--- src/rtl/prog_loader.sv ---
// Serial program loader: takes a header byte (word count) followed by lo/hi byte
// pairs and writes each assembled word to instruction memory, then raises start.
//
// state | meaning
// IDLE  | waiting for the first load_req after reset
// HDR   | accepting the word-count byte (0 means 2^Im_width)
// LO    | accepting the low data byte
// HI    | accepting the high data byte, checking its unused bits
// WRITE | single-cycle instruction memory write
// DONE  | all words written, start held high
// ERR   | load aborted on a malformed high byte
module prog_loader #(
  parameter int IR_width = 12,
  parameter int Im_width = 8
) (
  input  logic                clk,
  input  logic                reset,
  input  logic                load_req,
  input  logic [7:0]          byte_in,
  input  logic                byte_valid,
  output logic                byte_ready,
  output logic [Im_width-1:0] im_address,
  output logic [IR_width-1:0] im_data,
  output logic                im_wren,
  output logic                start,
  output logic                busy,
  output logic                error
);

  localparam int CW = ((Im_width > 8) ? Im_width : 8) + 1;

  typedef enum logic [2:0] {IDLE, HDR, LO, HI, WRITE, DONE, ERR} state_t;

  state_t        state;
  logic [CW-1:0] words_left;
  logic [CW-1:0] hdr_count;
  logic          accept;
  logic          hi_bad;

  assign accept = byte_valid & byte_ready;

  always_comb begin
    hdr_count = CW'(byte_in);
    if (byte_in == 8'd0) hdr_count = CW'(1) << Im_width;
    // High byte may only carry the bits that fit above the low byte.
    hi_bad = (byte_in >> (IR_width - 8)) != 8'd0;
  end

  always_ff @(posedge clk or negedge reset) begin
    if (!reset) begin
      state      <= IDLE;
      byte_ready <= 1'b0;
      im_address <= '0;
      im_data    <= '0;
      im_wren    <= 1'b0;
      start      <= 1'b0;
      busy       <= 1'b0;
      error      <= 1'b0;
      words_left <= '0;
    end else begin
      im_wren <= 1'b0;
      case (state)
        IDLE, DONE, ERR: begin
          if (load_req) begin
            state      <= HDR;
            byte_ready <= 1'b1;
            busy       <= 1'b1;
            start      <= 1'b0;
            error      <= 1'b0;
            words_left <= '0;
            im_address <= '0;
          end
        end
        HDR: begin
          if (accept) begin
            words_left <= hdr_count;
            state      <= LO;
          end
        end
        LO: begin
          if (accept) begin
            im_data[7:0] <= byte_in;
            state        <= HI;
          end
        end
        HI: begin
          if (accept) begin
            byte_ready <= 1'b0;
            if (hi_bad) begin
              state <= ERR;
              busy  <= 1'b0;
              error <= 1'b1;
            end else begin
              im_data[IR_width-1:8] <= byte_in[IR_width-9:0];
              im_wren               <= 1'b1;
              state                 <= WRITE;
            end
          end
        end
        WRITE: begin
          im_address <= im_address + Im_width'(1);
          words_left <= words_left - CW'(1);
          if (words_left == CW'(1)) begin
            state <= DONE;
            busy  <= 1'b0;
            start <= 1'b1;
          end else begin
            state      <= LO;
            byte_ready <= 1'b1;
          end
        end
        default: begin
          state      <= IDLE;
          byte_ready <= 1'b0;
          busy       <= 1'b0;
        end
      endcase
    end
  end

endmodule

--- config.mk ---
export PLATFORM = sky130hd
export DESIGN_NAME = prog_loader
export DESIGN_NICKNAME = d
export VERILOG_FILES = /design/src/rtl/prog_loader.sv
export SDC_FILE = /design/constraint.sdc
export NUM_CORES = 1
export LEC_CHECK = 0
export CAP_MARGIN = 10
export CELL_PAD_IN_SITES_DETAIL_PLACEMENT = 1
export CELL_PAD_IN_SITES_GLOBAL_PLACEMENT = 2
export CORE_MARGIN = 3
export CORE_UTILIZATION = 30
export CTS_CLUSTER_SIZE = 16
export DETAILED_ROUTE_END_ITERATION = 8
export PLACE_DENSITY_LB_ADDON = 0.1
export SLEW_MARGIN = 20
export SYNTH_ARGS = -nofsm -noshare
export SYNTH_HDL_FRONTEND = slang
export SYNTH_SLANG_ARGS = --single-unit
export TNS_END_PERCENT = 50
--- constraint.sdc ---
create_clock -name clk -period 2.1 [get_ports clk]
set_input_delay 0.63 -clock clk [delete_from_list [all_inputs] [get_ports clk]]
set_output_delay 0.63 -clock clk [all_outputs]
set_load 0.02 [all_outputs]
After elaboration in Yosys (flattened, before gate mapping)
Cells that the tools add are included.
- input port bits: 12
- logic and storage cells: 76
- bits in registers: 37
- output and inout port bits: 25
- reductions and logical operators: 17
- equality and inequality tests: 14
- bitwise gates (word level): 3
- add/subtract/negate cells: 2
- mux-type cells: 30
- operators with widths (kind ; count):
    9-bit 2-to-1 mux ; 3
    9-bit one-hot mux with 3 select lines ; 1
    8-bit one-hot mux with 2 select lines ; 1
    3-bit 2-to-1 mux ; 5
    3-bit one-hot mux with 5 select lines ; 1
    2-bit != test, second input constant ; 7
    1-bit 2-to-1 mux ; 13
    4-bit AND reduction ; 3
    3-bit equality test, second input constant ; 3
    9-bit by 1-bit equality test with 1-bit output, second input constant ; 1
    3-bit AND reduction ; 3
    9-bit by 1-bit subtractor with 9-bit output, second input constant ; 1
    8-bit by 1-bit adder with 8-bit output, second input constant ; 1
    8-bit zero test ; 1
    8-bit 2-to-1 mux ; 1
    1-bit one-hot mux with 4 select lines ; 2
    8-bit nonzero test ; 1
    3-bit by 2-bit equality test with 1-bit output, second input constant ; 2
    5-bit AND reduction ; 1
    1-bit one-hot mux with 2 select lines ; 2
    2-bit AND reduction ; 2
    2-bit nonzero test ; 2
    3-bit by 1-bit equality test with 1-bit output, second input constant ; 1
    3-bit zero test ; 1
    6 further kinds ; 7

Depth between registers and ports, before layout
Gate-level depths: netlist of run 1.
- depth after elaboration: 4
- mapped depth: 7
- depth with buffers taken out: 6

Least setup slack after synthesis of run 1
OpenSTA, ideal clock, no wires.
- path kind: input-to-reg
- start point: input byte_in[5]
- end point: register im_data[10]
- setup time: 0.125 ns
- arrival: 1.901 ns
- path slack: 0.074 ns
- cell stages on the path: 3
- data required time: 1.975 ns
- path buffers: 0
- cell sequence: or4_4 -> nor4_4 -> mux2_2
- cells in the longest elaborated chain, start to end: 3
- RTL lines (item ; line ; text):
    start, declared ; 19 ; input logic [7:0] byte_in,
    8-bit nonzero test ; 46 ; hi_bad = (byte_in >> (IR_width - 8)) != 8'd0;
    1-bit NOT (no line) ; - ;
    3-bit AND reduction (no line) ; - ;
    end signal, assigned by index ; 94 ; im_data[IR_width-1:8] <= byte_in[IR_width-9:0];
    end, declared ; 23 ; output logic [IR_width-1:0] im_data,
Every way passes these cells.
A chain may end at the register's enable or synchronous reset.

Worst setup path after layout of run 1
- start point: register im_address[0]
- end point: output im_address[0]
- RTL lines (item ; line ; text):
    start, declared ; 22 ; output logic [Im_width-1:0] im_address,
    start signal, assigned ; 101 ; im_address <= im_address + Im_width'(1);
No word-level cell between the ends.

==> summary.txt, run 1 <==
Layout
  – Nets@finish: 288
  – Share of layout cells above drive strength 1: 0.234
  – Ant. Diodes: 0
  – Area Overhead vs Synth: 39.0%
  – Design area: 0.00288 mm^2
  – Final core utilization: 0.440
  – Final non-filler cell total: 351

GRT
  – Global-route wire length before repair: 11500 um
  – Antenna violations before repair: 0
  – Met1 usage: 0.246
  – GRT met2 Usage: 0.321
  – GR peak layer: met2
  – Vias in the first global route: 2161
  – GRT overflow: 0
  – Largest net degree at the start of global routing: 23
  – Routing usage on met3: 0.0378
  – GRT Total Usage: 0.189

Worst setup path
  – Critical setup path kind: flip-flop to output port
  – CP required: 1.47 ns
  – Slowest stage delay, CP: 0.65 ns
  – Flop2flop setup slack: 0.19 ns
  – Slowest stage cell, crit path: clkdlybuf4s50_1
  – Reg2reg end: words_left[8]
  – Cell family with most CP delay: buffers and inverters
  – Critical-path cell list: clkdlybuf4s50_1
  – Worst r2r src: words_left[0]
  – Crit path DAT: 1.42 ns
  – CP endpoint kind: output port
  – Critical Path Start Type: flip-flop
  – Crit path max fanout: 7
  – Reg2Reg Depth: 6
  – WP buf/inv: 1
  – Crit path from: im_address[0]

Clock tree
  – CTS buffer count: 5
  – Clk root buf: clkbuf_8
  – Clk sinks: 37
  – Reg clk slew, reported paths: 0.09 ns
  – Bufs on Longest Clock Path: 2
  – CTS tree: built
  – H-tree depth: 2
  – Later-pin clock latency in the skew report: 0.30 ns

Floorplanning
  – Die area: 0.00793 mm^2
  – Die X: 89.1 um
  – Die Span Y: 89.1 um
  – Num ports: 37
  – # rows: 29
  – Core ar.: 0.00653 mm^2
  – Initial Util: 0.317

Timing
  – Fmax: 487 MHz
  – Worst slew margin: 0.621
  – Min Tclk post-route: 2.05 ns
  – Setup violators final: 0
  – Slew at the pin closest to its max-slew limit: 0.568 ns
  – Clk_skew: 0.00645 ns
  – Tcrit/Tclk final: 0.977
  – RSZ-0062 raised after global routing: false
  – Final hold violations: 0
  – Pins Over Slew Limit: 0

Logic synthesis
  – Ys flop type: dfrtp_1
  – YS warnings: 0
  – FFs w/ async S/R, synth: 1.00
  – Mapped Nets: 222
  – Yosys cell types: 54
  – Post-Syn Instances: 207
  – Sequential-to-total area share from yosys stat: 0.447
  – Yosys reg bits: 37
  – Number of flops mapped to enable cells by yosys: 0
  – Synthesized area: 0.00207 mm^2
  – Synth Area per Inst: 10.0 um^2

Route
  – Via-to-Cell Ratio: 5.67
  – Drt wl/cell: 19.4 um
  – Routed WL: 6790 um
  – DRC: 0
  – Starting DRC count in detailed routing: 57
  – Final ANT Viol Nets: 0
  – Vias: 1991
  – DRT Pass-1 Iters: 4

Placed design
  – GP Congestion: 0.819
  – DP Area: 0.00274 mm^2
  – # port buffers: 36
  – Inst Count DP: 342
  – DP Wirelength: 5110 um

Power and ir drop
  – Leakage dissipation: 1.25 nW
  – Power per cell area: 1320 mW/mm^2
  – Maximum vdd ir drop: 0.575 mV

Status
  – Status: finished clean

Job
  – Max-capacitance violation count: 0

Hold path
  – Min-delay worst type: input port to async pin
-- how the worst max path moves through the flow --
stage                                to  depth (start not counted)  slack (ns)
after floorplan             im_data[10]                          3        0.07
after global placement       im_data[8]                          5       -0.44
after detailed placement     im_data[9]                          5       -0.44
after CTS                   im_data[11]                          5      0.0003
after global routing      im_address[0]                          1       0.005
final                     im_address[0]                          1        0.05
-- layout make-up --
| type | count | area [um^2] |
|---|---|---|
| Inverter | 8 | 30.0 |
| Multi-Input combinational cell | 150 | 1060 |
| Sequential cell | 37 | 926 |
| Timing Repair Buffer | 71 | 646 |
| Clock buffer | 5 | 68.8 |
| Clock inverter | 3 | 46.3 |
| Tap cell | 77 | 96.3 |
| Fill cell | 744 | 3650 |
-- kinds of logic after synthesis --
group,count (synthesis),share of synthesized area
fa+ha+maj,4,0.0230
flops,37,0.447
buf+inv,20,0.0387
mux,14,0.0750
compound gates,72,0.229
simple gates,58,0.179
xor+xnor,2,0.00847
-- stage by stage --
step	setup slack, ns	TNS [ns]	hold slack [ns]	power [W]
after detailed placement	-0.445	-6.02	0.495	0.00315
final	0.0483	0	0.248	0.00381
after global placement	-0.436	-4.87	0.473	0.00309
after CTS	0.000334	0	0.259	0.00383
after floorplan	0.0741	0	0.334	0.00225
after global routing	0.00453	0	0.262	0.00408
-- worst reg2reg max path: stages (launching register included) --
cell and delay (ns):
dfrtp_1 0.42, inv_1 0.11, ha_1 0.22, or3b_2 0.51, nor3_1 0.24, o22ai_1 0.13
o2bb2ai_1 0.16
-- what timing repair did --
action | in CTS | in global routing
pin swaps | 2 | 2
resized for setup | 0 | 6
setup endpoints to repair | 4 | 7
hold buffers | 0 | 0
buffers inserted | 0 | 1
-- per-layer routing --
layer,share of wire,wire [um],vias up
met5,0,0,-
met2,0.50,3410,36
met1,0.45,3080,1020
li1,-,-,931
met3,0.038,255,4
met4,0.0065,44,0
-- synthesized netlist by cell type, drive strengths merged, types with 3 or more instances --
cell type | n | area [um^2]
nand3 | 4 | 20.0
mux2 | 12 | 135
nor4 | 7 | 73.8
a31oi | 5 | 31.3
dfrtp | 37 | 926
o211ai | 3 | 22.5
a21oi | 13 | 65.1
nor2 | 9 | 36.3
nand2 | 8 | 30.0
ha | 3 | 37.5
clkbuf | 8 | 30.0
o21ai | 19 | 95.1
nor3b | 3 | 27.5
nand4 | 3 | 18.8
o2bb2ai | 7 | 61.3
buf | 4 | 20.0
o22ai | 5 | 31.3
inv | 8 | 30.0
nor3 | 7 | 35.0
-- registers in the layout, summed over array words and instances (netlist names) --
signal / cells
byte_ready: 1
im_data: 12
im_wren: 1
words_left: 9
busy: 1
start: 1
error: 1
state: 3
im_address: 8
-- placed cells by master (no fill, tap or decap), drive strengths merged, types with 8 or more instances in the layout --
cell type	instances
a21oi	13
buf	36
clkdlybuf4s50	29
dfrtp	37
inv	8
mux2	12
nand2	8
nor2	9
o21ai	19
-- where the power goes --
group	internal, W	leakage (nW)	switching, W	total [W]
Combinational	0.000938	0.716	0.00106	0.00200
Sequential	0.000925	0.483	0.000216	0.00114
Clock	0.000356	0.0543	0.000306	0.000663
(Power assumes the default switching activity.)
==> inputs of run 2 (changes only) <==
--- a/config.mk
+++ b/config.mk
@@ -9,7 +9,7 @@
 export CELL_PAD_IN_SITES_DETAIL_PLACEMENT = 1
 export CELL_PAD_IN_SITES_GLOBAL_PLACEMENT = 2
 export CORE_MARGIN = 3
-export CORE_UTILIZATION = 30
+export CORE_UTILIZATION = 33
 export CTS_CLUSTER_SIZE = 16
 export DETAILED_ROUTE_END_ITERATION = 8
 export PLACE_DENSITY_LB_ADDON = 0.1
==> constraint.sdc (replaced) <==
create_clock -name clk -period 2.35 [get_ports clk]
set_input_delay 0.705 -clock clk [delete_from_list [all_inputs] [get_ports clk]]
set_output_delay 0.705 -clock clk [all_outputs]
set_load 0.02 [all_outputs]
==> summary.txt, run 2 (synthesis results as in run 1) <==
GRT
  – Vias in the first global route: 2113 (-2.2%)
  – GRT overflow: 0 (unchanged)
  – GRT Total Usage: 0.187 (-0.00227)
  – Largest net degree at the start of global routing: 38 (+65%)
  – Global-route wire length before repair: 10900 um (-5.1%)
  – Antenna violations before repair: 0 (unchanged)

Worst setup path
  – Worst r2r src: state[0]
  – CP endpoint kind: flip-flop
  – Critical setup path kind: input port to flip-flop
  – CP required: 2.52 ns (+1.05 ns)
  – Crit path max fanout: 5 (-2)
  – Critical Path Start Type: input port
  – Crit path from: byte_in[6]
  – Crit path DAT: 2.48 ns (+1.06 ns)
  – Flop2flop setup slack: 0.39 ns (+0.20 ns)

Layout
  – Flip-flop count of the largest register after layout: 12 (unchanged)
  – Final core utilization: 0.459 (+0.0189)
  – Area Overhead vs Synth: 33.0%
  – Ant. Diodes: 0 (unchanged)
  – Nets@finish: 278 (-3.5%)
  – Largest register by flop count: im_data
  – Commonest non-fill, non-tap cell in the layout: dfrtp_1
  – Top Registers: im_data: 12 flops, words_left: 9 flops, im_address: 8 flops
  – Most frequent cells in the layout: dfrtp_1, clkdlybuf4s50_1, buf_4, o21ai_0, a21oi_1
  – Share of layout cells above drive strength 1: 0.201 (-0.0328)

Timing
  – Tcrit/Tclk final: 0.983
  – Final hold violations: 0 (unchanged)
  – Min Tclk post-route: 2.31 ns
  – Pins Over Slew Limit: 0 (unchanged)
  – Clk_skew: 0.00460 ns (-0.00185 ns)
  – Worst slew margin: 0.606 (-0.0149)
  – Slew at the pin closest to its max-slew limit: 0.591 ns (+0.0224 ns)
  – Final setup margin: 0.0389 ns (-0.00933 ns)
  – Setup violators final: 0 (unchanged)
  – RSZ-0062 raised after global routing: false
  – TNS Setup: 0 ns (unchanged)
  – Fmax: 433 MHz

Floorplanning
  – Initial Util: 0.345 (+0.0286)
  – Die X: 85.2 um (-4.3%)
  – Die Span Y: 85.2 um (-4.3%)
  – Die area: 0.00726 mm^2 (-8.5%)
  – # rows: 28 (-3.4%)
  – Num ports: 37 (unchanged)
  – Core ar.: 0.00599 mm^2 (-8.3%)

Clock tree
  – Clk sinks: 37 (unchanged)
  – Hold-fix buffers, CTS: 0 (unchanged)
  – CTS buffer count: 5 (unchanged)
  – Reg clk slew, reported paths: 0.07 ns (-0.02 ns)
  – Setup bufs post-CTS: 0 (unchanged)
  – Bufs on Longest Clock Path: 2 (unchanged)
  – H-tree depth: 2 (unchanged)
  – Clk root buf: clkbuf_8
  – CTS tree: built
  – Later-pin clock latency in the skew report: 0.29 ns (about the same)

Route
  – Vias: 1969 (-1.1%)
  – DRT Pass-1 Iters: 4 (unchanged)
  – Routed WL: 6310 um (-7.2%)
  – Starting DRC count in detailed routing: 78 (+37%)
  – Final ANT Viol Nets: 0 (unchanged)
  – Drt wl/cell: 18.6 um (-3.9%)
  – Via-to-Cell Ratio: 5.81 (+2.4%)
  – DRC: 0 (unchanged)

Placed design
  – GP Congestion: 0.778 (-5.0%)
  – Setup WS pre-CTS: -0.293 ns (+0.152 ns)
  – # port buffers: 36 (unchanged)
  – DP Wirelength: 4670 um (-8.5%)

Power and ir drop
  – Internal power: 0.00181 W (-18%)
  – Part of the power in registers: 0.335 (+0.035)
  – Part of the power in combinational logic: 0.529 (+0.003)
  – Switching power: 0.00133 W (-16%)
  – Switching share of power: 0.423 (+0.00654)
  – Clk pwr share: 0.136 (-0.038)
  – Power per cell area: 1140 mW/mm^2 (-14%)
  – Maximum vdd ir drop: 0.538 mV (-6.4%)
  – Leakage dissipation: 1.13 nW (-9.9%)

Status
  – Status: finished clean

Job
  – Max-capacitance violation count: 0 (unchanged)

Hold path
  – Min-delay worst type: input port to async pin
run 2: critical path: stages:
cell and delay, ns:
clkdlybuf4s50_1 0.42, or4_4 0.57, nor4_4 0.27, buf_4 0.18
mux2_2 0.33
run 2: final cells by class:
| class | instances | area (um^2) |
|---|---|---|
| clock buffer | 6 | 72.6 |
| clock inverter | 2 | 10.0 |
| fill | 698 | 3240 |
| inverter | 8 | 30.0 |
| multi-input combinational | 150 | 1060 |
| sequential | 37 | 926 |
| tap | 75 | 93.8 |
| timing repair buffer | 61 | 556 |
run 2: what timing repair did:
action,in CTS,in global routing
endpoints found under the setup margin,0,3
endpoints found under the hold margin,0,0
gates resized for setup,0,0
run 2: final timing paths:
| check | depth (start not counted) | end |
|---|---|---|
| max | 5 | im_data[11] |
| min | 2 | words_left[6] |
| max reg2reg | 4 | words_left[7] |
| min reg2reg | 1 | im_address[7] |
| max in group asynchronous | 2 | words_left[7] |
| min in group clk | 1 | im_address[7] |
run 2: metrics by stage:
stage	power, W	hold slack, ns	area (um^2)	instances
detailed placement	0.00272	0.485	2670	331
global route	0.00339	0.498	2750	339
finish	0.00315	0.450	2750	339
floorplan	0.00201	0.409	2070	207
CTS	0.00318	0.484	2750	339
global placement	0.00267	0.474	2670	331
run 2: power groups by stage:
stage	combinational (W)	sequential [W]	clock [W]
5_1_grt	0.00182	0.00109	0.000483
2_1_floorplan	0.000903	0.00111	0
3_3_place_gp	0.00163	0.00104	0
3_5_place_dp	0.00166	0.00106	0
4_1_cts	0.00167	0.00105	0.000453
6_report	0.00166	0.00105	0.000428
run 2: metal layers:
metal	up-vias	part of all wire	GRT usage
met5	-	0	0
li1	907	-	-
met1	1012	0.45	0.249
met4	0	0.0070	0.0504
met2	46	0.50	0.305
met3	4	0.042	0.0417
